--- src/rtl/mem_arbiter_if.sv ---
// Bundle of the two requester ports and the single memory port served by mem_arbiter.
// The slave side is the arbiter; the master side is everything around it (F, D and memory).
interface mem_arbiter_if #(
    parameter int ADDR_W = 16,
    parameter int DATA_W = 16
);
    logic              f_req;
    logic [ADDR_W-1:0] f_addr;
    logic              f_ack;
    logic              f_err;
    logic [DATA_W-1:0] f_rdata;

    logic              d_req;
    logic              d_we;
    logic [ADDR_W-1:0] d_addr;
    logic [DATA_W-1:0] d_wdata;
    logic              d_ack;
    logic              d_err;
    logic [DATA_W-1:0] d_rdata;

    logic              mem_en;
    logic              mem_rw;
    logic [ADDR_W-1:0] mem_addr;
    logic [DATA_W-1:0] mem_wdata;
    logic [DATA_W-1:0] mem_rdata;

    modport slave (
        input  f_req, f_addr, d_req, d_we, d_addr, d_wdata, mem_rdata,
        output f_ack, f_err, f_rdata, d_ack, d_err, d_rdata,
        output mem_en, mem_rw, mem_addr, mem_wdata
    );

    modport master (
        output f_req, f_addr, d_req, d_we, d_addr, d_wdata, mem_rdata,
        input  f_ack, f_err, f_rdata, d_ack, d_err, d_rdata,
        input  mem_en, mem_rw, mem_addr, mem_wdata
    );
endinterface

--- src/rtl/mem_arbiter.sv ---
// Round-robin arbiter sharing one data-memory port between fetch (F) and load/store (D).
// Each access takes IDLE -> ACCESS -> RESP; all outputs come straight from registers.
module mem_arbiter #(
    parameter int ADDR_W    = 16,
    parameter int DATA_W    = 16,
    parameter int MEM_BYTES = 64
) (
    input  logic          clk,
    input  logic          rst,
    mem_arbiter_if.slave  bus
);
    typedef enum logic [1:0] {
        IDLE   = 2'd0,
        ACCESS = 2'd1,
        RESP   = 2'd2
    } state_t;

    localparam logic              PORT_F   = 1'b0;
    localparam logic              PORT_D   = 1'b1;
    localparam logic [ADDR_W-1:0] MAX_ADDR = ADDR_W'(MEM_BYTES - 2);

    state_t            state_reg;
    logic              last_grant_reg;
    logic              owner_reg;
    logic              we_reg;
    logic              err_reg;
    logic [1:0]        ack_reg;
    logic [1:0]        perr_reg;
    logic [DATA_W-1:0] rdata_reg [2];
    logic [DATA_W-1:0] rdata_out [2];
    logic              mem_en_reg;
    logic              mem_rw_reg;
    logic [ADDR_W-1:0] mem_addr_reg;
    logic [DATA_W-1:0] mem_wdata_reg;

    logic              grant_d_next;
    logic [ADDR_W-1:0] sel_addr_next;
    logic [DATA_W-1:0] sel_wdata_next;
    logic              sel_we_next;
    logic              sel_err_next;

    // D wins unless F is also asking and D was the last one served.
    always_comb begin
        grant_d_next   = bus.d_req && (!bus.f_req || (last_grant_reg == PORT_F));
        sel_addr_next  = grant_d_next ? bus.d_addr : bus.f_addr;
        sel_wdata_next = grant_d_next ? bus.d_wdata : '0;
        sel_we_next    = grant_d_next && bus.d_we;
        sel_err_next   = (sel_addr_next > MAX_ADDR);
    end

    always_ff @(posedge clk) begin
        if (rst) begin
            state_reg      <= IDLE;
            last_grant_reg <= PORT_F;
            owner_reg      <= PORT_F;
            we_reg         <= 1'b0;
            err_reg        <= 1'b0;
            ack_reg        <= '0;
            perr_reg       <= '0;
            rdata_reg[0]   <= '0;
            rdata_reg[1]   <= '0;
            mem_en_reg     <= 1'b0;
            mem_rw_reg     <= 1'b0;
            mem_addr_reg   <= '0;
            mem_wdata_reg  <= '0;
        end else begin
            ack_reg       <= '0;
            perr_reg      <= '0;
            mem_en_reg    <= 1'b0;
            mem_rw_reg    <= 1'b0;
            mem_addr_reg  <= '0;
            mem_wdata_reg <= '0;
            case (state_reg)
                IDLE: begin
                    if (bus.f_req || bus.d_req) begin
                        owner_reg      <= grant_d_next;
                        last_grant_reg <= grant_d_next;
                        we_reg         <= sel_we_next;
                        err_reg        <= sel_err_next;
                        // The memory strobe is set up here so it is live for exactly the ACCESS cycle.
                        if (!sel_err_next) begin
                            mem_en_reg    <= 1'b1;
                            mem_rw_reg    <= sel_we_next;
                            mem_addr_reg  <= sel_addr_next;
                            mem_wdata_reg <= sel_wdata_next;
                        end
                        state_reg <= ACCESS;
                    end
                end
                ACCESS: begin
                    ack_reg[owner_reg]  <= 1'b1;
                    perr_reg[owner_reg] <= err_reg;
                    state_reg           <= RESP;
                end
                RESP: begin
                    if (!we_reg) begin
                        rdata_reg[owner_reg] <= err_reg ? '0 : bus.mem_rdata;
                    end
                    state_reg <= IDLE;
                end
                default: state_reg <= IDLE;
            endcase
        end
    end

    // During RESP the fresh read word bypasses the holding register so it lines up with ack.
    generate
        for (genvar gi = 0; gi < 2; gi++) begin : g_rdata
            assign rdata_out[gi] = ((state_reg == RESP) && (owner_reg == 1'(gi)) && !we_reg)
                                   ? (err_reg ? '0 : bus.mem_rdata)
                                   : rdata_reg[gi];
        end
    endgenerate

    assign bus.f_ack     = ack_reg[PORT_F];
    assign bus.d_ack     = ack_reg[PORT_D];
    assign bus.f_err     = perr_reg[PORT_F];
    assign bus.d_err     = perr_reg[PORT_D];
    assign bus.f_rdata   = rdata_out[0];
    assign bus.d_rdata   = rdata_out[1];
    assign bus.mem_en    = mem_en_reg;
    assign bus.mem_rw    = mem_rw_reg;
    assign bus.mem_addr  = mem_addr_reg;
    assign bus.mem_wdata = mem_wdata_reg;
endmodule

--- src/flat_wrapper.sv ---
// flat-port wrapper written by rule: the top's interface ports become plain ports
module mem_arbiter_flat 
#(
    parameter int ADDR_W    = 16,
    parameter int DATA_W    = 16,
    parameter int MEM_BYTES = 64
)
  (clk, rst, bus_f_req, bus_f_addr, bus_d_req, bus_d_we, bus_d_addr, bus_d_wdata, bus_mem_rdata, bus_f_ack, bus_f_err, bus_f_rdata, bus_d_ack, bus_d_err, bus_d_rdata, bus_mem_en, bus_mem_rw, bus_mem_addr, bus_mem_wdata);
  mem_arbiter_if #(.ADDR_W(ADDR_W), .DATA_W(DATA_W)) bus_i ();
  input  logic clk;
  input  logic rst;
  input wire logic [$bits(bus_i.f_req)-1:0] bus_f_req;
  input wire logic [$bits(bus_i.f_addr)-1:0] bus_f_addr;
  input wire logic [$bits(bus_i.d_req)-1:0] bus_d_req;
  input wire logic [$bits(bus_i.d_we)-1:0] bus_d_we;
  input wire logic [$bits(bus_i.d_addr)-1:0] bus_d_addr;
  input wire logic [$bits(bus_i.d_wdata)-1:0] bus_d_wdata;
  input wire logic [$bits(bus_i.mem_rdata)-1:0] bus_mem_rdata;
  output wire logic [$bits(bus_i.f_ack)-1:0] bus_f_ack;
  output wire logic [$bits(bus_i.f_err)-1:0] bus_f_err;
  output wire logic [$bits(bus_i.f_rdata)-1:0] bus_f_rdata;
  output wire logic [$bits(bus_i.d_ack)-1:0] bus_d_ack;
  output wire logic [$bits(bus_i.d_err)-1:0] bus_d_err;
  output wire logic [$bits(bus_i.d_rdata)-1:0] bus_d_rdata;
  output wire logic [$bits(bus_i.mem_en)-1:0] bus_mem_en;
  output wire logic [$bits(bus_i.mem_rw)-1:0] bus_mem_rw;
  output wire logic [$bits(bus_i.mem_addr)-1:0] bus_mem_addr;
  output wire logic [$bits(bus_i.mem_wdata)-1:0] bus_mem_wdata;
  assign bus_i.f_req = bus_f_req;
  assign bus_i.f_addr = bus_f_addr;
  assign bus_i.d_req = bus_d_req;
  assign bus_i.d_we = bus_d_we;
  assign bus_i.d_addr = bus_d_addr;
  assign bus_i.d_wdata = bus_d_wdata;
  assign bus_i.mem_rdata = bus_mem_rdata;
  assign bus_f_ack = bus_i.f_ack;
  assign bus_f_err = bus_i.f_err;
  assign bus_f_rdata = bus_i.f_rdata;
  assign bus_d_ack = bus_i.d_ack;
  assign bus_d_err = bus_i.d_err;
  assign bus_d_rdata = bus_i.d_rdata;
  assign bus_mem_en = bus_i.mem_en;
  assign bus_mem_rw = bus_i.mem_rw;
  assign bus_mem_addr = bus_i.mem_addr;
  assign bus_mem_wdata = bus_i.mem_wdata;
  mem_arbiter #(.ADDR_W(ADDR_W), .DATA_W(DATA_W), .MEM_BYTES(MEM_BYTES)) u_core (.clk(clk), .rst(rst), .bus(bus_i));
endmodule
--- config.mk ---
export PLATFORM = sky130hd
export DESIGN_NAME = mem_arbiter_flat
export DESIGN_NICKNAME = d
export VERILOG_FILES = /design/src/rtl/mem_arbiter_if.sv /design/src/rtl/mem_arbiter.sv /design/src/flat_wrapper.sv
export SDC_FILE = /design/constraint.sdc
export NUM_CORES = 1
export LEC_CHECK = 0
export CAP_MARGIN = 20
export CORE_MARGIN = 4
export CORE_UTILIZATION = 44
export CTS_CLUSTER_DIAMETER = 30
export DETAILED_ROUTE_END_ITERATION = 16
export MAX_ROUTING_LAYER = met4
export PLACE_DENSITY = 0.83
export SYNTH_ARGS = -nofsm -noshare
export SYNTH_HDL_FRONTEND = slang
export SYNTH_SLANG_ARGS = --single-unit
--- constraint.sdc ---
create_clock -name clk -period 4.3 [get_ports clk]
set_input_delay 1.29 -clock clk [delete_from_list [all_inputs] [get_ports clk]]
set_output_delay 1.29 -clock clk [all_outputs]
set_load 0.01 [all_outputs]
== After elaboration in Yosys (flattened, before gate mapping) ==
Memories as Yosys holds them, arrays and structs flattened.
Index checks and enable logic that the tools add are counted.

* Flip-flop bits (word level): 43
* Output and inout port bits: 70
* Input bits: 69
* Bits in writable memories: 32
* Memories kept: 1

* Multiplexer cells: 18
* Equal/unequal tests: 3
* Order comparisons: 3
* Bitwise gates (word level): 6
* Reduce and logical (&&, ||, !) cells: 18

{| class="wikitable"
|+ Memories
! name !! depth !! bits a word !! read ports !! clocked after Yosys merged registers in !! wr ports !! RTL line !! RTL
|-
| u_core.rdata_reg || 2 || 16 || 2 || 0 || 2 || mem_arbiter.sv:29 || <nowiki>logic [DATA_W-1:0] rdata_reg [2];</nowiki>
|}

{| class="wikitable"
|+ Operators by type and width
! kind !! number
|-
| 2-to-1 mux 16 bit || 5
|-
| greater-than comparator 16 x 6 -> 1 bit (second input constant) || 1
|-
| OR reduction 16 bit || 1
|-
| 2-to-1 mux 1 bit || 10
|-
| logical AND 1 bit || 7
|-
| inverter 1 bit || 5
|-
| OR reduction 5 bit || 1
|-
| one-hot mux 2 bit (2 select lines) || 1
|-
| OR reduction 4 bit || 1
|-
| OR reduction 3 bit || 1
|-
| AND 2 bit || 1
|-
| == test 2 x 1 -> 1 bit (second input constant) || 1
|-
| == test 2 bit (second input constant) || 1
|-
| zero test 1 bit || 2
|-
| zero test 2 bit || 1
|-
| logical OR 1 bit || 2
|-
| less-than comparator 1 x 2 -> 1 bit (second input constant) || 1
|-
| 2-to-1 mux 2 bit || 1
|-
| != test 2 x 1 -> 1 bit (second input constant) || 1
|-
| AND reduction 2 bit || 1
|-
| OR reduction 2 bit || 1
|-
| demux 1 bit (select 1 bit) || 1
|-
| greater-or-equal comparator 1 bit (second input constant) || 1
|}

== Longest topological paths before layout ==
* Word-level depth: 6
* Gate-level depth with buffers: 6
* Mapped depth without buffers: 5

== Worst setup path before layout ==
OpenSTA, ideal clock, no wires.

* Kind: input-to-output
* From: input port bus_mem_rdata[14]
* To: output port bus_d_rdata[14]
* Arrival: 1.666 ns
* Data required time: 3.010 ns
* Cell stages on the path: 2
* Slack: 1.344 ns
* Buffers on the path: 0
* Path through: nand2b_1 > o21ai_0

* Longest elaborated chain between the ends: 2

{| class="wikitable"
|+ RTL lines
! element !! RTL line !! RTL
|-
| start: declaration || flat_wrapper.sv:18 || <nowiki>input wire logic [$bits(bus_i.mem_rdata)-1:0] bus_mem_rdata;</nowiki>
|-
| 2-to-1 mux 16 bit (2 in a row) || mem_arbiter.sv:110 || <nowiki>? (err_reg ? '0 : bus.mem_rdata)</nowiki>
|-
| end: declaration || flat_wrapper.sv:24 || <nowiki>output wire logic [$bits(bus_i.d_rdata)-1:0] bus_d_rdata;</nowiki>
|}

Every way passes these cells.

== Final worst setup path ==
* From: input port bus_mem_rdata[11]
* To: output port bus_d_rdata[11]

Same word-level chain as after synthesis.

==> out/qor.txt <==
Max Slew Vio Count = 0
Die H = 90.10 um
Synth cell types = 35
first drt pass iteration count = 4
PwrDens = 350.3 nW/um^2
Setup WS pre-CTS = 0.3217 ns
Flop pwr share = 0.480
Total GRT Usage = 0.1980
Yosys top cell by area = edfxtp_1
warnings from Yosys = 0
Post-Syn Area per Cell = 10.67 um^2
Post-CTS Setup Repair Bufs = 0
R2R cell count = 3
Area Overhead vs Synth = 56.62%
vias in the first global route = 2510
Final Util = 0.7191
Switching Fraction = 0.2294
Post-synth EDFFs = 32
r2r setup slk = 1.97 ns
final worst slack = 0.2539 ns
crit end category = primary output
VDD IR max = 0.0003164 V
Finished Cell Area = 4644 um^2
crit path time final = 4.046 ns
fin crit share = 0.9409
most frequent cell after synthesis = dfxtp_1
io pins = 139
CTS resizes = 0
post-route clock skew = 0.006653 ns
Clock Tree Buf Depth = 2
HPWL after detailed placement = 5.556 mm
H-Tree Depth = 3
Die X = 90.10 um
Fillers = 506
dpl cells = 487
P_sw = 0.3733 mW
Comb power frac = 0.136
Yosys reg bits = 75
Finished Layout Cells = 503
Clock Sinks = 75
worst-margin pin slew = 0.8778 ns
asr flop ratio synth = 0
GPL Wtd Cong = 0.8215
RSZ-0062 raised after global routing = false
initial antenna violation count = 0
Synth area leaders = edfxtp_1, dfxtp_1, o21ai_0
die area = 8117 um^2
routed vias/inst = 4.885
dominant synthesized flop cell = dfxtp_1
final WL = 7.600 mm
first-pass GRT wire length = 12.48 mm
clock power share = 0.384
final hold slack = 0.4689 ns
Multi-input gate area = 1091 um^2
CP startpoint kind = input port
Worst-path clk slew = 0.08 ns
Post-DP Area = 4409 um^2
Req. time, crit path = 3.01 ns
register area = 1822 um^2
CTS tree = built
Crit Path Class = input port to primary output
Crit. Startpoint = bus_mem_rdata[11]
Initial Util = 0.4591
worst-skew pair later-pin latency = 0.35 ns
layout net count = 490
final antenna-violating net count = 0
Setup TNS Final = 0 ns
relative slew slack = 0.4148
final setup fails = 0
CP arrival = 2.76 ns
Inserted Clock Buffers = 9
PortBufs = 138
LEAKAGE = 1.779 nW
per-cell routed wire length = 15.11 um
mapped cell area = 2965 um^2
antenna cell count = 0
Std-Cell Rows = 29
Max-Cap Viols = 0
Worst Path Max Fanout = 4
gr ovfl total = 0
Int Pwr = 1.254 mW
sequential share of the synthesized area = 0.6143
largest net degree at the start of global routing = 35
Synth top area share = 0.3241
drt initial violations = 86
max reg flops = 32
# DRC = 0
R2R Path Start = u_core.owner_reg
Root Driver = clkbuf_8
CP endpoint = bus_d_rdata[11]
worst r2r dst = u_core.rdata_reg[1][5]
outcome = complete, no violations
f_max = 247.2 MHz
Hold Vio Cnt, Final = 0
CTS Hold Bufs = 0
most frequent cells after synthesis = dfxtp_1, nand2_1, nor2_1
area of the core = 6459 um^2
layout cell share with drive strength beyond 1 = 0.09155
via count = 2457
cells after synthesis = 278
Final Power = 1.627 mW
min-delay worst type = register to register
-- cell type report --
| class | count | share of cell area |
|---|---|---|
| clock inverter | 6 | 0.01859 |
| inverter | 1 | 0.0008082 |
| clock buffer | 10 | 0.03206 |
| timing repair buffer | 140 | 0.3006 |
| tap | 77 | 0.02074 |
| multi-input combinational | 194 | 0.2349 |
| sequential | 75 | 0.3922 |
-- routing by layer --
layer / share of wire / up-vias / global-route usage
li1: - / 1221 / -
met1: 0.41 / 1151 / 0.2222
met2: 0.51 / 75 / 0.3379
met3: 0.070 / 10 / 0.07179
met4: 0.013 / 0 / 0.04592
met5: 0 / - / -
-- critical path, stage by stage --
cell,delay (ns)
clkdlybuf4s50_1,0.49
nand2b_1,0.12
o21ai_0,0.25
clkdlybuf4s50_1,0.60
-- cell usage in the layout (no fill, tap or decap), types with 2 or more instances in the layout --
cell,n
nand2b_1,18
buf_4,2
nor4_1,3
nor4_4,2
clkinv_4,2
nor2_1,37
clkbuf_8,9
mux2i_1,6
a21oi_1,3
clkdlybuf4s50_1,138
edfxtp_1,32
o21ai_0,33
and2_1,17
dfxtp_1,43
bufinv_16,2
nand4_1,2
or2_2,4
a211oi_2,7
nand2_1,37
conb_1,10
-- worst min-delay path by stage --
| stage | from | to | slack, ns | cells past startpoint |
|---|---|---|---|---|
| 2_1_floorplan | u_core.we_reg | u_core.we_reg | 0.44 | 2 |
| 6_report | u_core.we_reg | u_core.we_reg | 0.47 | 2 |
| 5_1_grt | u_core.we_reg | u_core.we_reg | 0.51 | 2 |
| 3_3_place_gp | u_core.we_reg | u_core.we_reg | 0.45 | 2 |
| 4_1_cts | u_core.we_reg | u_core.we_reg | 0.47 | 2 |
| 3_5_place_dp | u_core.we_reg | u_core.we_reg | 0.46 | 2 |
-- power by group through the flow --
stage	Sequential (mW)	Clock (mW)	Combinational, mW
6_report	0.782	0.625	0.221
5_1_grt	0.785	0.664	0.240
3_3_place_gp	0.797	0	0.217
3_5_place_dp	0.798	0	0.221
2_1_floorplan	0.793	0	0.0884
4_1_cts	0.782	0.631	0.222
-- kinds of logic (layout without fill, tap and decap cells) --
| family | count (synthesis) | in the layout | share of synthesized area |
|---|---|---|---|
| AOI/OAI and AO/OA | 47 | 47 | 0.1038 |
| buffers and inverters | 18 | 157 | 0.02911 |
| DFF | 75 | 75 | 0.6143 |
| muxes | 6 | 6 | 0.02025 |
| other | 1 | 10 | 0.001265 |
| and+or+nand+nor | 131 | 131 | 0.2312 |
Power figures use the tool's default switching activity.
